--- config.mk ---
export PLATFORM = sky130hd
export DESIGN_NAME = alu_decoder_seq
export DESIGN_NICKNAME = d
export VERILOG_FILES = /design/src/rtl/alu_decoder_seq.sv
export SDC_FILE = /design/constraint.sdc
export NUM_CORES = 1
export LEC_CHECK = 0
export CAP_MARGIN = 25
export CORE_UTILIZATION = 46
export CTS_CLUSTER_DIAMETER = 40
export DETAILED_ROUTE_END_ITERATION = 7
export GPL_ROUTABILITY_DRIVEN = 0
export PLACE_DENSITY = 0.75
export SLEW_MARGIN = 5
export SYNTH_ARGS = -nofsm -noshare
export SYNTH_HDL_FRONTEND = slang
export SYNTH_SLANG_ARGS = --single-unit
--- constraint.sdc ---
create_clock -name clk -period 2.03 [get_ports clk]
set_clock_uncertainty 0.15 [all_clocks]
set_input_delay 0.3045 -clock clk [delete_from_list [all_inputs] [get_ports clk]]
set_output_delay 0.3045 -clock clk [all_outputs]
set_load 0.05 [all_outputs]
--- src/rtl/alu_decoder_seq.sv ---
// ============================================================================
// Module      : alu_decoder_seq
// Description : Four-phase processor-cycle sequencer decoding ALU ROM, B-reg
//               and one-hot action strobes, with a multi-cycle shift/rotate.
// Revision    : 1.0 - initial release
// ============================================================================
`default_nettype none

module alu_decoder_seq #(
    parameter int              AW         = 5,
    parameter logic [1:0]      ALU_SEL    = 2'b10,
    parameter logic [AW-1:0]   BREG       = 5'b11000,
    parameter int              ACTW       = 4,
    parameter int              NACT       = 8,
    parameter int              SRU_CODE   = 7,
    parameter int              SRU_CYCLES = 4
) (
    input  logic             clk,
    input  logic             nreset,
    input  logic             cycle_start,
    input  logic [AW-1:0]    raddr,
    input  logic [AW-1:0]    waddr,
    input  logic [ACTW-1:0]  action,
    output logic             nt34,
    output logic             nromoe,
    output logic             nread_alu_b,
    output logic             nwrite_alu_b,
    output logic [NACT-1:0]  naction,
    output logic             nbusy,
    output logic             overrun
);

    localparam int              CW          = $clog2(SRU_CYCLES + 1);
    localparam logic [CW-1:0]   C_SRU_SHIFT = CW'(SRU_CYCLES - 2);
    localparam logic [ACTW-1:0] C_SRU_ACT   = ACTW'(SRU_CODE);

    typedef enum logic [1:0] {
        ST_IDLE  = 2'd0,
        ST_RUN   = 2'd1,
        ST_SHIFT = 2'd2
    } state_t;

    state_t          r_state, w_state;
    logic [1:0]      r_phase, w_phase;
    logic            r_pending, w_pending;
    logic            w_overrun;
    logic [CW-1:0]   r_sru_cnt, w_sru_cnt;
    logic [AW-1:0]   r_raddr, w_raddr;
    logic [AW-1:0]   r_waddr, w_waddr;
    logic [ACTW-1:0] r_action, w_action;

    logic            w_accept_pt, w_accept;
    logic            w_ph2, w_ph23, w_sru_on;
    logic [NACT-1:0] w_naction;

    // Accept points: idle, end of a plain cycle, or the last SRU strobe clock.
    always_comb begin
        w_accept_pt = (r_state == ST_IDLE)
                   || (r_state == ST_RUN && r_phase == 2'd3 && r_sru_cnt == '0)
                   || (r_state == ST_SHIFT && r_sru_cnt == CW'(1));
        w_accept    = w_accept_pt && (cycle_start || r_pending);

        w_state   = r_state;
        w_phase   = r_phase;
        w_pending = r_pending;
        w_overrun = overrun;
        w_sru_cnt = r_sru_cnt;
        w_raddr   = r_raddr;
        w_waddr   = r_waddr;
        w_action  = r_action;

        if (w_accept) begin
            // A request arriving alongside a consumed pending one is kept.
            w_pending = r_pending && cycle_start;
            w_state   = ST_RUN;
            w_phase   = 2'd0;
            w_raddr   = raddr;
            w_waddr   = waddr;
            w_action  = action;
            w_sru_cnt = (action == C_SRU_ACT) ? C_SRU_SHIFT : '0;
        end else begin
            if (cycle_start) begin
                if (r_pending) begin
                    w_overrun = 1'b1;
                end else begin
                    w_pending = 1'b1;
                end
            end
            case (r_state)
                ST_RUN: begin
                    if (r_phase != 2'd3) begin
                        w_phase = r_phase + 2'd1;
                    end else if (r_sru_cnt != '0) begin
                        w_state = ST_SHIFT;
                    end else begin
                        w_state = ST_IDLE;
                    end
                end
                ST_SHIFT: begin
                    w_sru_cnt = r_sru_cnt - CW'(1);
                    if (r_sru_cnt == CW'(1)) begin
                        w_state = ST_IDLE;
                    end
                end
                default: ;
            endcase
        end
    end

    // Strobes decode the next state so the registered outputs line up with it.
    always_comb begin
        w_ph23    = (w_state == ST_RUN) && w_phase[1];
        w_ph2     = (w_state == ST_RUN) && (w_phase == 2'd2);
        w_sru_on  = (w_action == C_SRU_ACT) && (w_ph23 || w_state == ST_SHIFT);
        w_naction = '1;
        for (int i = 1; i < NACT; i++) begin
            if (w_action == ACTW'(i) && (w_sru_on || (w_ph2 && i != SRU_CODE))) begin
                w_naction[i] = 1'b0;
            end
        end
    end

    always_ff @(posedge clk) begin
        if (!nreset) begin
            r_state      <= ST_IDLE;
            r_phase      <= 2'd0;
            r_pending    <= 1'b0;
            r_sru_cnt    <= '0;
            r_raddr      <= '0;
            r_waddr      <= '0;
            r_action     <= '0;
            overrun      <= 1'b0;
            nt34         <= 1'b1;
            nromoe       <= 1'b1;
            nread_alu_b  <= 1'b1;
            nwrite_alu_b <= 1'b1;
            naction      <= '1;
            nbusy        <= 1'b1;
        end else begin
            r_state      <= w_state;
            r_phase      <= w_phase;
            r_pending    <= w_pending;
            r_sru_cnt    <= w_sru_cnt;
            r_raddr      <= w_raddr;
            r_waddr      <= w_waddr;
            r_action     <= w_action;
            overrun      <= w_overrun;
            nt34         <= !w_ph23;
            nromoe       <= !(w_ph23 && w_raddr[AW-1:AW-2] == ALU_SEL);
            nread_alu_b  <= !(w_ph23 && w_raddr == BREG);
            nwrite_alu_b <= !(w_ph23 && w_waddr == BREG);
            naction      <= w_naction;
            nbusy        <= !w_sru_on;
        end
    end

endmodule

`default_nettype wire

### After elaboration in Yosys (flattened, before gate mapping)

Index checks and enable logic that the tools add are counted.

| storage, ports and cells | value |
|---|---|
| bits in registers | 36 |
| input port bits | 17 |
| output and inout bits | 14 |
| word-level logic and storage cells | 94 |

| cells by class | value |
|---|---|
| add/sub/neg operators | 2 |
| equal/unequal tests | 19 |
| multiplexer cells | 23 |
| bitwise gates (word level) | 1 |
| reduce and logical (&&, ||, !) cells | 34 |

Operators with widths:

| kind | count |
|---|---|
| == test 4 x 3 -> 1 bit, second input constant | 5 |
| logical AND 1 bit | 18 |
| two-way mux 2 bit | 8 |
| == test 2 bit, second input constant | 5 |
| == test 5 bit, second input constant | 2 |
| two-way mux 5 bit | 2 |
| two-way mux 1 bit | 9 |
| == test 4 x 2 -> 1 bit, second input constant | 2 |
| two-way mux 3 bit | 2 |
| logical NOT 1 bit | 5 |
| logical OR 1 bit | 5 |
| == test 2 x 1 -> 1 bit, second input constant | 2 |
| == test 4 x 1 -> 1 bit, second input constant | 1 |
| two-way mux 4 bit | 1 |
| case mux 2 bit (2 select lines) | 1 |
| nonzero test 2 bit | 2 |
| == test 3 x 1 -> 1 bit, second input constant | 1 |
| logical NOT 3 bit | 1 |
| AND reduction 3 bit | 1 |
| nonzero test 3 bit | 1 |
| subtractor 3 x 1 -> 3 bit, second input constant | 1 |
| adder 2 x 1 -> 2 bit, second input constant | 1 |
| logical NOT 2 bit | 1 |
| inequality test 2 bit, second input constant | 1 |
| inverter 1 bit | 1 |

### Longest topological paths before layout

| depth | value |
|---|---|
| depth in word-level cells | 14 |
| depth in mapped cells | 9 |
| gate-level depth less buffers | 7 |

### Worst setup path after synthesis

OpenSTA, ideal clock, no wires.

| timing path | value |
|---|---|
| path type | flip-flop to flip-flop |
| start | register r_state[1] |
| end | register naction[3] |
| library setup time | 0.140 ns |
| arrival time | 1.838 ns |
| required time | 1.740 ns |
| slack | -0.098 ns |
| stages on the path, launching flop included | 9 |
| buffers on the path | 1 |
| clock period less this slack | 2.128 ns |
| cell sequence | dfxtp_1 > inv_1 > ha_1 > and3_4 > a221oi_4 > or2_1 > buf_6 > mux2i_1 > o211ai_1 |

| on the way | value |
|---|---|
| cells in the longest elaborated chain, start to end | 14 |
| elaborated cells between the ends (all ways) | 28 |
| those cells by class | eq/ne: 7; mux: 8; reduce/logical: 13 |

Ends and longest elaborated chain:

| item | RTL line | text |
|---|---|---|
| from (decl) | 43 | `state_t r_state, w_state;` |
| from (signal assigned) | 140 | `r_state <= w_state;` |
| == test 2 x 1 -> 1 bit | 59, 89 |  |
| logical AND 1 bit (2 in a row) | 59 | `\|\| (r_state == ST_RUN && r_phase == 2'd3 && r_sru_cnt == '0)` |
| logical OR 1 bit | 59 |  |
| logical OR 1 bit | 60 | `\|\| (r_state == ST_SHIFT && r_sru_cnt == CW'(1));` |
| logical AND 1 bit | 61 | `w_accept = w_accept_pt && (cycle_start \|\| r_pending);` |
| two-way mux 2 bit | 72 | `if (w_accept) begin` |
| == test 2 x 1 -> 1 bit | 112, 113 |  |
| logical AND 1 bit | 112 | `w_ph23 = (w_state == ST_RUN) && w_phase[1];` |
| logical OR 1 bit | 114 | `w_sru_on = (w_action == C_SRU_ACT) && (w_ph23 \|\| w_state == ST_SHIFT);` |
| logical AND 1 bit | 114 |  |
| logical OR 1 bit | 117 | `if (w_action == ACTW'(i) && (w_sru_on \|\| (w_ph2 && i != SRU_CODE))) begin` |
| logical AND 1 bit (*) | 117 |  |
| two-way mux 1 bit (*) | 117 |  |
| to (signal assigned) | 152 | `naction <= w_naction;` |
| to (decl) | 28 | `output logic [NACT-1:0] naction,` |

Mark *: on every way between the ends. The rest lies on a longest branch, timed or not.
A chain may end at the register's enable or synchronous reset.

### Worst setup path after layout

| timing path | value |
|---|---|
| start | register r_sru_cnt[1] |
| end | register naction[6] |

| on the way | value |
|---|---|
| cells in the longest elaborated chain, start to end | 13 |
| elaborated cells between the ends (all ways) | 27 |
| those cells by class | eq/ne: 6; mux: 8; reduce/logical: 13 |

Ends and longest elaborated chain:

| item | RTL line | text |
|---|---|---|
| from (decl) | 47 | `logic [CW-1:0] r_sru_cnt, w_sru_cnt;` |
| from (signal assigned) | 143 | `r_sru_cnt <= w_sru_cnt;` |
| branches (longest 11 deep; another with nonzero test 3 bit) | n/a |  |
| logical AND 1 bit (*) | 117 |  |
| two-way mux 1 bit (*) | 117 |  |

Every way passes the cells marked *.

==> flow_summary_export.csv <==
group,metric,value,unit
yosys,ys_ff_latch,34,
detailed_routing,drt_iter0_drc,62,
clock_tree,cts_max_level,2,
timing,setup_tns,-0.005326,ns
layout,regArea,690.7,um^2
timing,rsz0062_at_grt,"yes",
die,fp.coreArea,0.003337,mm^2
global_routing,grt_first_pass_wirelength,5492,um
detailed_routing,routed_wl,3659,um
yosys,synth_edf_count,0,
global_routing,grt_antenna_before_repair,0,
worst_setup_path,critPathMaxFanout,4,
place,hpwl,2466,um
timing,setup_ws,-0.005326,ns
yosys,yosysTopAreaCell,"dfxtp_1",
die,die_h,61.21,um
yosys,yosysSeqAreaShare,42.20,%
clock_tree,cts_buffers,5,
yosys,synth_cell_types,45,
pwr,power_density,628.3,mW/mm^2
yosys,synth_flop_cell,"dfxtp_1",
run_status,violations,"negative setup slack",
clock_tree,insertion_delay,0.34,ns
detailed_routing,wl_per_cell,13.40,um
die,die_x,61.21,um
layout,final_util,68.88,%
timing,drv_slew,0,
hold_path,min_path_type,"flip-flop to flip-flop",
worst_setup_path,start_kind,"flip-flop",
detailed_routing,ant_nets,0,
clock_tree,cts_root_buf,"clkbuf_4",
run_status,outcome,"finished with violations",
worst_setup_path,crit_type,"flip-flop to flip-flop",
place,dp_slack,-0.03525,ns
global_routing,grt_pass1_vias,1255,
yosys,synth.most_common_cell,"dfxtp_1",
clock_tree,postCtsHoldBufs,0,
worst_setup_path,required,2.09,ns
detailed_routing,remaining_drc_errors,0,
layout,layout-drive-gt1-share,32.60,%
detailed_routing,route.vias.total,1401,
yosys,synthesis.nets,195,
die,start_util,48.33,%
yosys,syn_avg_cell_area,9.377,um^2
timing,max-slew-margin-rel,65.86,%
global_routing,grt_overflow,0,
die,num_io_pins,31,
timing,setup_viol,1,
yosys,synth_top_cells_by_count,"dfxtp_1 (34), nand2_1 (32), nor2_1 (13)",
detailed_routing,vias_per_cell,5.132,
worst_setup_path,end_kind,"flip-flop",
timing,max_freq,491.3,MHz
yosys,synth_warnings,0,
timing,worst_pin_slew,0.5105,ns
clock_tree,cts.reportedPaths.clkPinSlew,0.11,ns
global_routing,grt_max_degree,27,
timing,final-hold-violation-count,0,
layout,multi_input_area,947.2,um^2
worst_setup_path,crit_arrival,2.10,ns
place,port_buffers,29,
layout,syn_to_final_growth,42.51,%
yosys,synth_top_area_share,42.20,%
clock_tree,cts_tree,"built",
layout,nNetsFinal,249,
detailed_routing,first_pass_iters,4,
clock_tree,clock_sinks,34,
timing,post-route-period-util,100.3,%
timing,hold_slack,0.2417,ns
global_routing,groute.usage.overall,20.48,%
pwr,ir_drop,0.5023,mV
yosys,synthCells,172,
die,rows,21,
pwr,p_leak,0.8601,nW
die,die-area,0.003747,mm^2
flow_run,maxCapViolations,0,
yosys,async_flop_share,0,%
yosys,synth.cell_area,0.001613,mm^2
timing,fin_crit,2.035,ns
layout,fill_cells,258,
layout,n_antenna_cell,0,
clock_tree,clockBufferDepth,2,
yosys,synth.area.top_cells,"dfxtp_1 (42%), nand2_1 (7.4%), a21boi_2 (6.3%)",
## cell families after synthesis
kind of cell,after synthesis,synth area share (%)
simple gates,77,25.06
flops,34,42.20
compound gates,32,18.00
buf+inv,16,5.663
fa+ha+maj,6,4.655
mux,4,3.103
xor+xnor,2,1.086
other cells,1,0.2325
## report_power, final
part	total (mW)	switching [mW]	internal, mW
clock	0.433	0.227	0.206
sequential	0.719	0.0243	0.695
combinational	0.292	0.138	0.155
total	1.44	0.389	1.06
## timing repair
item	in CTS	in global routing
setup buffers	5	6
pin swaps	6	11
resized for setup	12	19
endpoints found under the setup margin	9	27
hold endpoints to repair	0	0
## critical path, cell delays in order, from the launching register on
cell	delay, ns
dfxtp_2	0.36
inv_2	0.05
ha_2	0.15
nor2b_4	0.13
buf_6	0.13
o221ai_4	0.20
nand4b_1	0.24
a211oi_4	0.36
o211ai_1	0.14
## per-stage QoR
| stage | cells | power (mW) | cell area (um^2) |
|---|---|---|---|
| 2_1_floorplan | 172 | 0.8825 | 1620 |
| 3_3_place_gp | 254 | 0.9539 | 2023 |
| 3_5_place_dp | 254 | 0.9616 | 2023 |
| 4_1_cts | 267 | 1.420 | 2188 |
| 5_1_grt | 273 | 1.513 | 2298 |
| 6_report | 273 | 1.444 | 2298 |
## layer usage
layer	vias up	GRT usage, %	share of wire [%]
met5	-	0	0
met2	31	35.40	54
met1	667	23.18	41
met4	0	9.091	1.3
met3	4	6.303	3.3
li1	699	-	-
## state kept, by name, indices dropped and copies added, names as in the netlist, 2 cells and up
register   cells
naction        7
r_raddr        5
r_waddr        5
r_action       4
r_sru_cnt      3
r_phase        2
r_state        2
## area by class of cell
cell class,count,area share [%]
well taps,46,2.504
multi-input cells,122,41.21
clock buffers,6,2.722
inverters,7,1.143
flip-flops and latches,34,30.05
clock inverters,2,0.4355
repair buffers,56,21.94
## layout by cell type (no fill, tap or decap), types with 3 or more instances in the layout
| master | n |
|---|---|
| o211ai_1 | 3 |
| o21ai_0 | 3 |
| nor2_1 | 12 |
| buf_6 | 3 |
| buf_4 | 24 |
| a21boi_2 | 9 |
| clkbuf_4 | 5 |
| nand3_1 | 5 |
| nand4_1 | 3 |
| inv_2 | 4 |
| dfxtp_1 | 30 |
| inv_1 | 3 |
| nand2_1 | 31 |
| a21oi_1 | 3 |
| a21boi_0 | 4 |
| clkdlybuf4s50_1 | 29 |
## final timing paths
kind	start	endpoint	slack [ns]	depth (start not counted)
setup reg to reg	r_sru_cnt[1]	naction[6]	-0.005	8
setup / recovery	r_sru_cnt[1]	naction[6]	-0.005	8
hold / removal	r_waddr[3]	nwrite_alu_b	0.24	1
hold reg to reg	r_waddr[3]	nwrite_alu_b	0.24	1
(Power assumes the default switching activity.)
